File: src/rtl/logic_gate_pipe_if.sv
// Handshake bundle for logic_gate_pipe: operand side (in_*) and result side (out_*, rslt*).
// The block itself uses the slave modport; whatever drives operands and drains results uses master.
interface logic_gate_pipe_if #(
    parameter int WIDTH = 8
) ();
    logic             in_valid;
    logic             in_ready;
    logic [WIDTH-1:0] port_a;
    logic [WIDTH-1:0] port_b;
    logic [2:0]       op_sel;
    logic             out_valid;
    logic             out_ready;
    logic [WIDTH-1:0] rslt;
    logic             rslt_zero;
    logic             rslt_par;

    modport master (
        output in_valid, port_a, port_b, op_sel, out_ready,
        input  in_ready, out_valid, rslt, rslt_zero, rslt_par
    );

    modport slave (
        input  in_valid, port_a, port_b, op_sel, out_ready,
        output in_ready, out_valid, rslt, rslt_zero, rslt_par
    );
endinterface

File: src/rtl/logic_gate_pipe.sv
// Bitwise logic unit behind a 2-entry skid buffer with a saturating accept counter.
// Define LOGIC_GATE_PIPE_PARITY_EN to carry a per-entry parity bit out on rslt_par.
module logic_gate_pipe #(
    parameter int WIDTH = 8,
    parameter int CNT_W = 16
) (
    input  logic                 sys_clk,
    input  logic                 sys_rst,
    logic_gate_pipe_if.slave     bus,
    output logic [CNT_W-1:0]     op_cnt
);

    typedef enum logic [1:0] {
        EMPTY = 2'd0,
        ONE   = 2'd1,
        FULL  = 2'd2
    } state_e;

    state_e           state_q, state_d;
    logic [WIDTH-1:0] main_q, main_d;
    logic [WIDTH-1:0] skid_q, skid_d;
    logic             in_ready_q, in_ready_d;
    logic             out_valid_q, out_valid_d;
    logic [CNT_W-1:0] cnt_q, cnt_d;

    logic             in_xfer;
    logic             out_xfer;
    logic             load_main_new;
    logic             load_main_skid;
    logic             load_skid;
    logic [WIDTH-1:0] new_rslt;

    function automatic logic [WIDTH-1:0] compute(
        input logic [WIDTH-1:0] a,
        input logic [WIDTH-1:0] b,
        input logic [2:0]       op
    );
        case (op)
            3'b000:  compute = a & b;
            3'b001:  compute = a | b;
            3'b010:  compute = a ^ b;
            3'b011:  compute = ~a;
            3'b100:  compute = ~(a & b);
            3'b101:  compute = ~(a | b);
            3'b110:  compute = ~(a ^ b);
            default: compute = a;
        endcase
    endfunction

    assign in_xfer  = bus.in_valid & in_ready_q;
    assign out_xfer = out_valid_q & bus.out_ready;
    assign new_rslt = compute(bus.port_a, bus.port_b, bus.op_sel);

    // Buffer control: decides which register loads what; the data paths below follow these enables.
    always_comb begin
        // NOTE: every signal gets a default before the case so no path leaves one unassigned (no latch).
        state_d        = state_q;
        load_main_new  = 1'b0;
        load_main_skid = 1'b0;
        load_skid      = 1'b0;
        case (state_q)
            EMPTY: begin
                if (in_xfer) begin
                    load_main_new = 1'b1;
                    state_d       = ONE;
                end
            end
            ONE: begin
                case ({in_xfer, out_xfer})
                    2'b10: begin
                        load_skid = 1'b1;
                        state_d   = FULL;
                    end
                    2'b01:   state_d = EMPTY;
                    2'b11:   load_main_new = 1'b1;
                    default: state_d = ONE;
                endcase
            end
            FULL: begin
                if (out_xfer) begin
                    load_main_skid = 1'b1;
                    state_d        = ONE;
                end
            end
            default: state_d = EMPTY;
        endcase
    end

    always_comb begin
        main_d = main_q;
        skid_d = skid_q;
        if (load_main_new)  main_d = new_rslt;
        if (load_main_skid) main_d = skid_q;
        if (load_skid)      skid_d = new_rslt;

        // Handshake flags are registered from the next state so in_ready never sees out_ready combinationally.
        in_ready_d  = (state_d != FULL);
        out_valid_d = (state_d != EMPTY);

        cnt_d = cnt_q;
        if (in_xfer && (cnt_q != {CNT_W{1'b1}})) cnt_d = cnt_q + 1'b1;
    end

    always_ff @(posedge sys_clk) begin
        // NOTE: sequential state uses non-blocking assignments so all flops update from pre-edge values.
        if (sys_rst) begin
            state_q     <= EMPTY;
            main_q      <= '0;
            skid_q      <= '0;
            in_ready_q  <= 1'b1;
            out_valid_q <= 1'b0;
            cnt_q       <= '0;
        end else begin
            state_q     <= state_d;
            main_q      <= main_d;
            skid_q      <= skid_d;
            in_ready_q  <= in_ready_d;
            out_valid_q <= out_valid_d;
            cnt_q       <= cnt_d;
        end
    end

`ifdef LOGIC_GATE_PIPE_PARITY_EN
    logic main_par_q, main_par_d;
    logic skid_par_q, skid_par_d;

    always_comb begin
        main_par_d = main_par_q;
        skid_par_d = skid_par_q;
        if (load_main_new)  main_par_d = ^new_rslt;
        if (load_main_skid) main_par_d = skid_par_q;
        if (load_skid)      skid_par_d = ^new_rslt;
    end

    always_ff @(posedge sys_clk) begin
        if (sys_rst) begin
            main_par_q <= 1'b0;
            skid_par_q <= 1'b0;
        end else begin
            main_par_q <= main_par_d;
            skid_par_q <= skid_par_d;
        end
    end

    assign bus.rslt_par = main_par_q;
`else
    assign bus.rslt_par = 1'b0;
`endif

    assign bus.in_ready  = in_ready_q;
    assign bus.out_valid = out_valid_q;
    assign bus.rslt      = main_q;
    assign bus.rslt_zero = ~|main_q;
    assign op_cnt        = cnt_q;

endmodule

File: src/flat_wrapper.sv
// flat-port wrapper written by rule: the top's interface ports become plain ports
module logic_gate_pipe_flat 
#(
    parameter int WIDTH = 8,
    parameter int CNT_W = 16
)
  (sys_clk, sys_rst, op_cnt, bus_in_valid, bus_port_a, bus_port_b, bus_op_sel, bus_out_ready, bus_in_ready, bus_out_valid, bus_rslt, bus_rslt_zero, bus_rslt_par);
  logic_gate_pipe_if #(.WIDTH(WIDTH)) bus_i ();
  input  logic sys_clk;
  input  logic sys_rst;
  output logic [CNT_W-1:0] op_cnt;
  input wire logic [$bits(bus_i.in_valid)-1:0] bus_in_valid;
  input wire logic [$bits(bus_i.port_a)-1:0] bus_port_a;
  input wire logic [$bits(bus_i.port_b)-1:0] bus_port_b;
  input wire logic [$bits(bus_i.op_sel)-1:0] bus_op_sel;
  input wire logic [$bits(bus_i.out_ready)-1:0] bus_out_ready;
  output wire logic [$bits(bus_i.in_ready)-1:0] bus_in_ready;
  output wire logic [$bits(bus_i.out_valid)-1:0] bus_out_valid;
  output wire logic [$bits(bus_i.rslt)-1:0] bus_rslt;
  output wire logic [$bits(bus_i.rslt_zero)-1:0] bus_rslt_zero;
  output wire logic [$bits(bus_i.rslt_par)-1:0] bus_rslt_par;
  assign bus_i.in_valid = bus_in_valid;
  assign bus_i.port_a = bus_port_a;
  assign bus_i.port_b = bus_port_b;
  assign bus_i.op_sel = bus_op_sel;
  assign bus_i.out_ready = bus_out_ready;
  assign bus_in_ready = bus_i.in_ready;
  assign bus_out_valid = bus_i.out_valid;
  assign bus_rslt = bus_i.rslt;
  assign bus_rslt_zero = bus_i.rslt_zero;
  assign bus_rslt_par = bus_i.rslt_par;
  logic_gate_pipe #(.WIDTH(WIDTH), .CNT_W(CNT_W)) u_core (.sys_clk(sys_clk), .sys_rst(sys_rst), .bus(bus_i), .op_cnt(op_cnt));
endmodule
File: config.mk
export PLATFORM = sky130hd
export DESIGN_NAME = logic_gate_pipe_flat
export DESIGN_NICKNAME = d
export VERILOG_FILES = /design/src/rtl/logic_gate_pipe_if.sv /design/src/rtl/logic_gate_pipe.sv /design/src/flat_wrapper.sv
export SDC_FILE = /design/constraint.sdc
export NUM_CORES = 1
export LEC_CHECK = 0
export CORE_MARGIN = 5
export CORE_UTILIZATION = 50
export CTS_CLUSTER_SIZE = 8
export DETAILED_ROUTE_END_ITERATION = 7
export PLACE_DENSITY = 0.92
export SLEW_MARGIN = 15
export SYNTH_ARGS = -nofsm -noshare
export SYNTH_HDL_FRONTEND = slang
export SYNTH_SLANG_ARGS = --single-unit
File: constraint.sdc
create_clock -name sys_clk -period 2.6 [get_ports sys_clk]
set_clock_uncertainty 0.1 [all_clocks]
set_input_delay 0.39 -clock sys_clk [delete_from_list [all_inputs] [get_ports sys_clk]]
set_output_delay 0.39 -clock sys_clk [all_outputs]
set_load 0.1 [all_outputs]
==> summary.md <==
| Metric | Value |
|---|---|
| Status | finished clean |
| Syn Area/Cell | 8.34 um2 |
| Grt met2 use | 0.314 |
| Gr busiest metal | met2 |
| Ranking of synthesized cells by area | dfxtp_1, ha_1, nor2_1 |
| Total CTS buffers | 5 |
| RSZ-0062 raised after global routing | no |
| Net Count, Synth | 307 |
| WL final | 4990 um |
| Post-synthesis cell area | 2230 um2 |
| CTS clk-pin slew, worst paths | 70 ps |
| Pwr/cell area | 583 nW/um2 |
| Worst-Margin Slew | 640 ps |
| Hold Crit Class | reg -> reg |
| P_leak | 1.22 nW |
| # rows | 24 |
| Detailed-router iteration count before antenna repair | 4 |
| Worst r2r path cells | 5 |
| Endpoints failing hold | 0 |
| WP depth | 7 |
| Post-route antenna net violation count | 0 |
| Layout filler cell count | 327 |
| Vias in the first global route | 1955 |
| Critical Path AT | 2160 ps |
| Cell variety after synth | 46 |
| Worst hold path depth | 2 |
| # setup viols final | 0 |
| Total of max-cap violations | 0 |
| Critical setup path kind | in -> reg |
| Initial antenna violation count | 0 |
| Critical Path RT | 2700 ps |
| Critical Path Fanout Max | 2 |
| Main synth FF type | dfxtp_1 |
| Die area | 5890 um2 |
| Simple-gate share of the synthesized area | 0.248 |
| Residual DRC | 0 |
| Die X-Extent | 76.7 um |
| Starting density of the core | 0.515 |
| Worst-skew pair later-pin latency | 290 ps |
| Peak VDD IR | 0.000268 V |
| Post-synthesis xor/xnor area fraction | 0.0826 |
| M1 GR Usage | 0.196 |
| Root Driver | clkbuf_8 |
| Largest net degree at the start of global routing | 18 |
| Post-DP HPWL | 3870 um |
| Async SR Flop Fraction | 0 |
| Number of enable flip-flop cells after synthesis | 0 |
| Hold WS | 362 ps |
| Top cell type's share of synthesized area | 0.324 |
| Power after layout | 1.66 mW |
| Slowest stage delay, CP | 480 ps |
| Warnings from Yosys | 0 |
| Layout Area Growth over Synthesis | 27.9% |
| Via density | 5.53 |
| Worst Setup SP | bus_port_a[0] |
| Layout cells sized above 1 | 0.193 |
| CTS tree | built |
| Worst R2R End | u_core.op_cnt[1] |
| CP endpoint kind | flop |
| Critical Path Sink | u_core.bus.rslt[0] |
| Global Route Usage Sum | 0.173 |
| Flops & latches, synth | 36 |
| Fin crit period | 2050 ps |
| Flop-to-flop setup slack | 560 ps |
| Longest Clk Path Bufs | 2 |
| Core Area | 4320 um2 |
| Most frequent cells after synthesis | dfxtp_1, nor2_1, nand2_1, inv_1, ha_1 |
| H-tree levels | 2 |
| Via count | 2063 |
| Period utilization | 0.790 |
| Slew headroom | 0.570 |
| Mux cell area share after synthesis | 0.0393 |
| CTS Hold Bufs | 0 |
| Area leader, netlist | dfxtp_1 |
| Worst setup margin | 545 ps |
| Adder-Cell Fraction of Synth Area | 0.0955 |
| Routability-driven placement congestion ratio | 0.854 |
| Post-CTS sizing | 0 |
| Largest family of logic cells by synthesized area | simple AND/OR/NAND/NOR gates |
| Seq/Total Area, Yosys | 0.324 |
| I/O pin count | 51 |
| CP max stage cell | clkdlybuf4s50_1 |
| Final setup TNS | 0 ps |
| Clock sinks | 36 |
| IO buf count | 49 |
| Crit path launch type | primary input |
| Met3 usage | 0.0386 |
| Compound-gate portion of the synthesized area | 0.144 |
| N_diodes | 0 |
| Finished Core Util | 0.659 |
| Worst-path cell chain | clkdlybuf4s50_1, inv_1, ha_1, mux4_2, xor2_1, nand2_1, a311oi_1 |
| Wire length per cell | 13.4 um |
| Die outline height | 76.7 um |
| Most frequent cell after synthesis | dfxtp_1 |
| Remaining Overflow, GRT | 0 |
| Initial DRC Count | 101 |
| Worst path bufs/invs | 2 |
| Highest clock rate | 0.487 GHz |
| Final net count | 360 |
| Post-place setup slack | 212 ps |
| FF-to-FF Start | u_core.op_cnt[7] |
| Syn Inst Count | 267 |
| Final Slew Violations | 0 |
| First-pass GRT wire length | 8650 um |
| Delay-heaviest family, CP | buffers and inverters |
| Number of post-CTS setup repair buffers | 0 |
-- cell type report --
| cell class | instances | area [um2] | area share |
|---|---|---|---|
| multi-input cells | 196 | 1360 | 0.478 |
| clock inverters | 2 | 35.0 | 0.0123 |
| repair buffers | 58 | 503 | 0.177 |
| well taps | 52 | 65.1 | 0.0228 |
| clock buffers | 6 | 72.6 | 0.0255 |
| flip-flops and latches | 36 | 723 | 0.254 |
| inverters | 23 | 86.3 | 0.0303 |
-- state kept, by name, indices dropped and copies added, names as in the netlist --
register / flops
u_core.skid_q: 8
u_core.bus.out_valid: 1
u_core.op_cnt: 16
u_core.state_q: 2
u_core.bus.rslt: 8
u_core.bus.in_ready: 1
-- per-layer routing --
layer	vias up	routed length [um]
li1	1028	-
met1	974	2020
met2	48	2620
met3	13	239
met4	0	106
met5	-	0
-- worst reg2reg max path: stages, from the launching register on --
cell,delay [ps]
dfxtp_1,430
nand4_2,190
or4_1,730
o21bai_4,220
mux2i_1,200
nor2_1,50
-- cells in the final DEF (no fill, tap or decap), types with 2 or more instances in the layout --
master and count:
mux4_2 3, ha_1 17, o211ai_1 4, nor3_1 6, mux2i_1 2, a21oi_1 7
xnor2_1 10, o21ai_0 13, or3_1 4, clkdlybuf4s50_1 22, nand4_1 3, o21ai_1 2
and2_1 2, inv_1 23, or3b_2 4, nor2_1 29, o221ai_1 4, buf_4 35
nand2b_1 5, nor4_1 4, o2111ai_2 2, dfxtp_2 2, or4_1 3, nand3_1 9
o22ai_1 5, xor2_1 11, dfxtp_1 34, clkbuf_8 5, nand2_1 27, o31ai_1 2
-- worst min path at each step --
stage / from / to / slack, ps
floorplan: u_core.skid_q[0] / u_core.skid_q[0] / 340
global placement: u_core.skid_q[3] / u_core.skid_q[3] / 350
detailed placement: u_core.skid_q[3] / u_core.skid_q[3] / 350
CTS: u_core.skid_q[3] / u_core.skid_q[3] / 360
global route: u_core.skid_q[7] / u_core.skid_q[7] / 390
finish: u_core.skid_q[3] / u_core.skid_q[3] / 360
-- where the power goes --
part | switching [mW] | internal [mW]
logic | 0.379 | 0.177
clock network | 0.196 | 0.284
registers | 0.0321 | 0.590
total | 0.607 | 1.05
-- through the flow --
step / cells / instance area (um2)
floorplan: 267 / 2230
global route: 373 / 2850
CTS: 373 / 2850
detailed placement: 365 / 2740
finish: 373 / 2850
global placement: 365 / 2740
-- cells by family (layout without fill, tap and decap cells) --
kind of cell             after synthesis  count (layout)
AND/OR/NAND/NOR                      106             106
AO/OA/AOI/OAI                         46              46
flip-flops                            36              36
buffers and inverters                 35              89
XOR/XNOR                              21              21
adder cells (fa/ha/maj)               17              17
multiplexers                           5               5
other                                  1               1
Note: power is estimated with default switching activity, not from simulation.
